File: src/rtl/safe_pkg.sv
// safe_pkg: shared types and constants for the safe access controller.
//   ctrl_state_t : supervisory FSM state encoding (also exported on state_dbg)
//   KEY_*        : bit positions of the {a,b,c} key vector
//   imax         : elaboration-time helper for sizing shared timers
package safe_pkg;

    typedef enum logic [2:0] {
        IDLE    = 3'd0,
        ENTRY   = 3'd1,
        CHECK   = 3'd2,
        OPEN    = 3'd3,
        RELOCK  = 3'd4,
        FAIL    = 3'd5,
        LOCKOUT = 3'd6
    } ctrl_state_t;

    localparam int KEY_W = 3;
    localparam int KEY_A = 2;
    localparam int KEY_B = 1;
    localparam int KEY_C = 0;

    // Only a lone C press closes the door early.
    localparam logic [KEY_W-1:0] KEY_RELOCK = 3'b001;

    function automatic int imax(input int a, input int b);
        return (a > b) ? a : b;
    endfunction

endpackage

File: src/rtl/key_debounce.sv
// key_debounce: 2-flop synchronizer plus per-bit debounce counter.
//   clk, rst    : clock, async active-high reset
//   i_raw [W]   : raw asynchronous button levels
//   o_level [W] : debounced level, moves only after DEBOUNCE_CYC equal synced samples
//   o_rise [W]  : one-cycle pulse in the cycle o_level rises
module key_debounce
    import safe_pkg::*;
#(
    parameter int W            = KEY_W,
    parameter int DEBOUNCE_CYC = 4
) (
    input  logic         clk,
    input  logic         rst,
    input  logic [W-1:0] i_raw,
    output logic [W-1:0] o_level,
    output logic [W-1:0] o_rise
);

    localparam int CW = $clog2(DEBOUNCE_CYC + 1);

    logic [W-1:0] r_sync1;
    logic [W-1:0] r_sync2;

    always_ff @(posedge clk or posedge rst) begin
        if (rst) begin
            r_sync1 <= '0;
            r_sync2 <= '0;
        end else begin
            r_sync1 <= i_raw;
            r_sync2 <= r_sync1;
        end
    end

    for (genvar g = 0; g < W; g++) begin : g_bit
        logic [CW-1:0] r_cnt;
        logic          r_lvl;
        logic          r_rs;

        // Counter tracks how long the synced sample has disagreed with the
        // debounced level; any agreeing sample restarts the count.
        always_ff @(posedge clk or posedge rst) begin
            if (rst) begin
                r_cnt <= '0;
                r_lvl <= 1'b0;
                r_rs  <= 1'b0;
            end else begin
                r_rs <= 1'b0;
                if (r_sync2[g] == r_lvl) begin
                    r_cnt <= '0;
                end else if (r_cnt == CW'(DEBOUNCE_CYC - 1)) begin
                    r_cnt <= '0;
                    r_lvl <= r_sync2[g];
                    r_rs  <= r_sync2[g];
                end else begin
                    r_cnt <= r_cnt + 1'b1;
                end
            end
        end

        assign o_level[g] = r_lvl;
        assign o_rise[g]  = r_rs;
    end

endmodule

File: src/rtl/safe_access_ctrl.sv
// safe_access_ctrl: supervisor between front-panel buttons and the A,A,B lock FSM.
//   clk, rst              : clock, async active-high reset
//   btn_a/b/c             : raw buttons
//   lock_unlock           : unlock flag from the lock FSM
//   lock_a/b/c            : one-cycle key pulses to the lock
//   lock_rst              : registered reset to the lock (high during reset)
//   door_open, lockout    : status
//   fail_cnt              : consecutive failed attempts
//   state_dbg             : current ctrl_state_t encoding
module safe_access_ctrl
    import safe_pkg::*;
#(
    parameter int DEBOUNCE_CYC = 4,
    parameter int CODE_LEN     = 3,
    parameter int CHECK_CYC    = 2,
    parameter int ENTRY_TO_CYC = 64,
    parameter int MAX_FAILS    = 3,
    parameter int LOCKOUT_CYC  = 16,
    parameter int RELOCK_CYC   = 32,
    localparam int FCW         = $clog2(MAX_FAILS + 1)
) (
    input  logic           clk,
    input  logic           rst,
    input  logic           btn_a,
    input  logic           btn_b,
    input  logic           btn_c,
    input  logic           lock_unlock,
    output logic           lock_a,
    output logic           lock_b,
    output logic           lock_c,
    output logic           lock_rst,
    output logic           door_open,
    output logic           lockout,
    output logic [FCW-1:0] fail_cnt,
    output logic [2:0]     state_dbg
);

    localparam int PCW     = $clog2(CODE_LEN + 1);
    localparam int TMR_MAX = imax(imax(ENTRY_TO_CYC, CHECK_CYC), imax(LOCKOUT_CYC, RELOCK_CYC));
    localparam int TW      = $clog2(TMR_MAX + 1);

    logic [KEY_W-1:0] w_btn;
    logic [KEY_W-1:0] w_lvl;
    logic [KEY_W-1:0] w_rise;
    logic             w_evt;

    assign w_btn[KEY_A] = btn_a;
    assign w_btn[KEY_B] = btn_b;
    assign w_btn[KEY_C] = btn_c;

    key_debounce #(
        .W            (KEY_W),
        .DEBOUNCE_CYC (DEBOUNCE_CYC)
    ) u_deb (
        .clk     (clk),
        .rst     (rst),
        .i_raw   (w_btn),
        .o_level (w_lvl),
        .o_rise  (w_rise)
    );

    // Any debounced rising edge is one press; the key value is the whole
    // debounced vector so chords pass through unchanged.
    assign w_evt = |w_rise;

    ctrl_state_t      r_state;
    ctrl_state_t      w_nxt;
    logic [PCW-1:0]   r_press_cnt;
    logic [PCW-1:0]   w_cnt_nxt;
    logic             w_fwd;
    logic [TW-1:0]    r_tmr;
    logic [FCW-1:0]   r_fail_cnt;
    logic [KEY_W-1:0] r_lock_key;
    logic             r_lock_rst;
    logic             r_door;
    logic             r_lockout;

    always_ff @(posedge clk or posedge rst) begin
        if (rst) r_state <= IDLE;
        else     r_state <= w_nxt;
    end

    always_comb begin
        w_nxt     = r_state;
        w_fwd     = 1'b0;
        w_cnt_nxt = r_press_cnt;
        case (r_state)
            IDLE: begin
                if (w_evt) begin
                    w_fwd     = 1'b1;
                    w_cnt_nxt = PCW'(1);
                    w_nxt     = (w_cnt_nxt == PCW'(CODE_LEN)) ? CHECK : ENTRY;
                end
            end
            ENTRY: begin
                // Timeout checked first so a coincident press is dropped.
                if (r_tmr == TW'(ENTRY_TO_CYC - 1)) begin
                    w_nxt = FAIL;
                end else if (w_evt) begin
                    w_fwd     = 1'b1;
                    w_cnt_nxt = r_press_cnt + 1'b1;
                    if (w_cnt_nxt == PCW'(CODE_LEN)) w_nxt = CHECK;
                end
            end
            CHECK: begin
                if (lock_unlock)                        w_nxt = OPEN;
                else if (r_tmr == TW'(CHECK_CYC - 1))   w_nxt = FAIL;
            end
            OPEN: begin
                if ((w_evt && (w_lvl == KEY_RELOCK)) || (r_tmr == TW'(RELOCK_CYC - 1)))
                    w_nxt = RELOCK;
            end
            RELOCK:  w_nxt = IDLE;
            FAIL:    w_nxt = (r_fail_cnt == FCW'(MAX_FAILS)) ? LOCKOUT : IDLE;
            LOCKOUT: if (r_tmr == TW'(LOCKOUT_CYC - 1)) w_nxt = IDLE;
            default: w_nxt = IDLE;
        endcase
    end

    // One shared timer: cleared on every state change and on every forwarded
    // press (so ENTRY measures idle time between presses), saturates otherwise.
    always_ff @(posedge clk or posedge rst) begin
        if (rst) begin
            r_press_cnt <= '0;
            r_tmr       <= '0;
            r_fail_cnt  <= '0;
            r_lock_key  <= '0;
            r_lock_rst  <= 1'b1;
            r_door      <= 1'b0;
            r_lockout   <= 1'b0;
        end else begin
            r_press_cnt <= w_cnt_nxt;
            if ((w_nxt != r_state) || w_fwd) r_tmr <= '0;
            else if (r_tmr != '1)            r_tmr <= r_tmr + 1'b1;

            // Count moves on the edge entering FAIL/RELOCK so it is valid
            // alongside the lock_rst pulse; lockout clears it on exit.
            if ((w_nxt == FAIL) && (r_state != FAIL)) begin
                if (r_fail_cnt != FCW'(MAX_FAILS)) r_fail_cnt <= r_fail_cnt + 1'b1;
            end else if ((w_nxt == RELOCK) && (r_state != RELOCK)) begin
                r_fail_cnt <= '0;
            end else if ((r_state == LOCKOUT) && (w_nxt == IDLE)) begin
                r_fail_cnt <= '0;
            end

            r_lock_key <= w_fwd ? w_lvl : '0;
            r_lock_rst <= (w_nxt == RELOCK) || (w_nxt == FAIL);
            r_door     <= (w_nxt == OPEN);
            r_lockout  <= (w_nxt == LOCKOUT);
        end
    end

    assign lock_a    = r_lock_key[KEY_A];
    assign lock_b    = r_lock_key[KEY_B];
    assign lock_c    = r_lock_key[KEY_C];
    assign lock_rst  = r_lock_rst;
    assign door_open = r_door;
    assign lockout   = r_lockout;
    assign fail_cnt  = r_fail_cnt;
    assign state_dbg = r_state;

endmodule

File: config.mk
export PLATFORM = sky130hd
export DESIGN_NAME = safe_access_ctrl
export DESIGN_NICKNAME = d
export VERILOG_FILES = /design/src/rtl/safe_pkg.sv /design/src/rtl/key_debounce.sv /design/src/rtl/safe_access_ctrl.sv
export SDC_FILE = /design/constraint.sdc
export NUM_CORES = 1
export LEC_CHECK = 0
export ABC_CLOCK_PERIOD_IN_PS = 2600
export CORE_MARGIN = 5
export CORE_UTILIZATION = 56
export DETAILED_ROUTE_END_ITERATION = 10
export PLACE_DENSITY = 0.85
export SLEW_MARGIN = 20
export SYNTH_ARGS = -nofsm -noshare
export SYNTH_HDL_FRONTEND = slang
export SYNTH_SLANG_ARGS = --single-unit
File: constraint.sdc
create_clock -name clk -period 2.6 [get_ports clk]
set_input_delay 0.39 -clock clk [delete_from_list [all_inputs] [get_ports clk]]
set_output_delay 0.39 -clock clk [all_outputs]
set_load 0.05 [all_outputs]
==> run metrics <==
cell type group with the largest total delay on the critical path buffers and inverters; peak per-stage delay on the critical path 0.89 ns; skew final 0.00515 ns; DRT iter0 DRCs 180; aggregate global routing overflow 0; worst vdd rail ir drop 0.000518 V; antenna violations before repair 0; die outline width 68.8 um; portion of the post-synthesis area used by sequential elements 53.1%; Worst slew margin 61.7%; number of endpoints with negative hold slack in the final report 0; setup violators final 0; core footprint 3340 um2; Hold WC Path Type flop to flop; # DRC 0; max-cap check violation count 0; Via density 5.85; setup repair after global routing missed its margin false; Util after Layout 65.6%; Tightest Pin Transition 0.573 ns; Die Area 4730 um2; post-synthesis average cell area 11.4 um2; 1st-pass router iterations 4; fraction of final layout cells sized beyond drive strength 1 14.1%; non-filler instance count after layout 237; Placement Cell Area 2130 um2; prevailing post-synth register cell sky130_fd_sc_hd__dfrtp_1; Max stage delay cell, worst path sky130_fd_sc_hd__clkdlybuf4s50_1; cell area after technology mapping 1940 um2; average routed wire per standard cell 14.8 um; All-Layer GR Usage 17.7%; fin crit period 2.24 ns; type of the worst setup path flop to primary output; final weighted congestion in routability-driven placement 0.872; data required time at the worst endpoint 2.21 ns; number of nets at the end of the flow 203; Area Overhead vs Synth 13.1%; I/O pin cnt 17; count of buffering cells on the critical path with inverters included 1; result of the run finished clean; Worst Setup Slack, final 0.358 ns; count of flip-flops with a built-in enable after synthesis 0; number of slew-limit violations in the final report 0; cells after synthesis 170; count of cells resized by post-cts repair 0; list of cells traversed by the critical path clkdlybuf4s50_1; deepest level of the CTS H-tree 2; synthesized netlist net count 183; number of hold buffers added after CTS 0; maximum buffer depth of the clock tree 2; Async S/R FF share, synth 100%; commonest non-fill, non-tap cells in the layout sky130_fd_sc_hd__dfrtp_1, sky130_fd_sc_hd__clkdlybuf4s50_1, sky130_fd_sc_hd__nor3_1; number of global-route vias before repair 1403; pin count of the biggest net entering global routing 42; flop and latch count out of synthesis 41; Worst-path clk slew 0.11 ns; startpoint kind of the worst setup timing path flop; Static Leak 1.03 nW; sinks on the clock net 41; global-route wire length before repair 6.15 mm; standard-cell row count 21; setup TNS 0 ns; dpl ws 0.373 ns; number of warning messages in the yosys log 0; largest fanout of any net on the critical path 14; postcts setup bufs 0; Clock Tree Root sky130_fd_sc_hd__clkbuf_4; number of nets with antenna violations after routing 0; distinct cell type count of the synthesized netlist 47; final cell area excluding filler cells 2190 um2; category of the worst setup path capture point primary output; Tcrit/Tclk final 86.2%; number of antenna repair diodes 0; count of port buffers added during placement 16; effective utilization at floorplan 58.0%; number of buffers inserted during clock tree synthesis 5; instance count after placement with tap cells included 229; CTS tree built; Pwr per Cell Area 818 nW/um2; total vias in the final route 1387; chip height 68.8 um; Final HPWL DP 2.61 mm; most common cell after layout, fill and taps aside sky130_fd_sc_hd__dfrtp_1; Total Routed Length 3.51 mm; clock latency of the later-clocked register in the worst-skew pair 0.34 ns; CP arrival 1.85 ns; maximum clock frequency 0.446 GHz
==> cells by family (layout without fill, tap and decap cells) <==
kind of cell	after synthesis	in the layout	share of synthesized area [%]
xor gates and xnor gates	6	6	2.71
adders and majority gates	7	7	4.52
AOI/OAI and AO/OA	29	29	10.9
buffers and inverters	14	35	3.75
DFF	41	41	53.1
and+or+nand+nor	67	67	21.7
muxes	6	6	3.43
==> per-stage QoR <==
stage | power (mW) | hold WS, ns
floorplan | 1.33 | 0.331
global placement | 1.44 | 0.333
detailed placement | 1.48 | 0.337
CTS | 1.80 | 0.361
global route | 1.92 | 0.381
finish | 1.79 | 0.358
==> synthesized netlist by cell type, types with 2 or more instances <==
cell type,n,area [um2]
sky130_fd_sc_hd__a21oi_1,4,20.0
sky130_fd_sc_hd__a31o_2,2,17.5
sky130_fd_sc_hd__a31oi_1,2,12.5
sky130_fd_sc_hd__and2_2,3,22.5
sky130_fd_sc_hd__and3b_1,3,26.3
sky130_fd_sc_hd__buf_6,2,22.5
sky130_fd_sc_hd__dfrtp_1,40,1000
sky130_fd_sc_hd__ha_1,7,87.6
sky130_fd_sc_hd__inv_1,9,33.8
sky130_fd_sc_hd__mux2_2,5,56.3
sky130_fd_sc_hd__nand2_1,7,26.3
sky130_fd_sc_hd__nand2b_1,3,18.8
sky130_fd_sc_hd__nand3_1,9,45.0
sky130_fd_sc_hd__nor2_1,4,15.0
sky130_fd_sc_hd__nor2b_1,6,37.5
sky130_fd_sc_hd__nor3_1,13,65.1
sky130_fd_sc_hd__nor3b_1,6,45.0
sky130_fd_sc_hd__o2111ai_1,2,17.5
sky130_fd_sc_hd__o21ai_0,7,35.0
sky130_fd_sc_hd__o31a_1,2,17.5
sky130_fd_sc_hd__o31ai_1,2,15.0
sky130_fd_sc_hd__o32ai_1,2,17.5
sky130_fd_sc_hd__or2_2,2,12.5
sky130_fd_sc_hd__xnor2_1,4,35.0
sky130_fd_sc_hd__xor2_1,2,17.5
==> path summary, 6_finish.rpt <==
kind	startpoint	to	slack, ns	depth (start not counted)
min in group asynchronous	rst	u_deb.g_bit[1].r_cnt[2]$_DFF_PP0_	0.45	3
worst min register to register	u_deb.r_sync1[0]$_DFF_PP0_	u_deb.r_sync2[0]$_DFF_PP0_	0.36	0
worst min-delay path	u_deb.r_sync1[0]$_DFF_PP0_	u_deb.r_sync2[0]$_DFF_PP0_	0.36	0
worst max-delay path	state_dbg[1]$_DFF_PP0_	state_dbg[1]	0.36	1
worst max register to register	r_tmr[0]$_DFFE_PP0P_	r_tmr[6]$_DFFE_PP0P_	0.37	6
max in group asynchronous	rst	lock_rst$_DFF_PP1_	1.79	3
==> flip-flops by register name, indices dropped and copies added, names as in the netlist <==
register	cells
door_open	1
fail_cnt	2
lock_rst	1
lockout	1
r_lock_key	3
r_press_cnt	2
r_tmr	7
state_dbg	3
u_deb.g_bit.r_cnt	9
u_deb.g_bit.r_lvl	3
u_deb.g_bit.r_rs	3
u_deb.r_sync1	3
u_deb.r_sync2	3
==> cell type report <==
type                            instances  area (um2)
Timing Repair Buffer                   18         175
Inverter                                9        33.8
Tap cell                               46        57.6
Multi-Input combinational cell        115         836
Clock buffer                            8        58.8
Fill cell                             269        1150
Sequential cell                        41        1030
==> routing by layer <==
| metal | up-vias | track usage, % | routed length [um] |
|---|---|---|---|
| met5 | - | 0 | 0 |
| met4 | 0 | 7.79 | 69 |
| met3 | 10 | 5.67 | 224 |
| met2 | 47 | 30.4 | 1780 |
| met1 | 672 | 20.2 | 1440 |
| li1 | 658 | - | - |
==> report_power, final <==
group          switching, mW  internal, mW  leakage (nW)  total, mW
logic                  0.316         0.270         0.472      0.586
clock network          0.185         0.134        0.0326      0.318
registers              0.124         0.761         0.530      0.886
(Power assumes the default switching activity.)
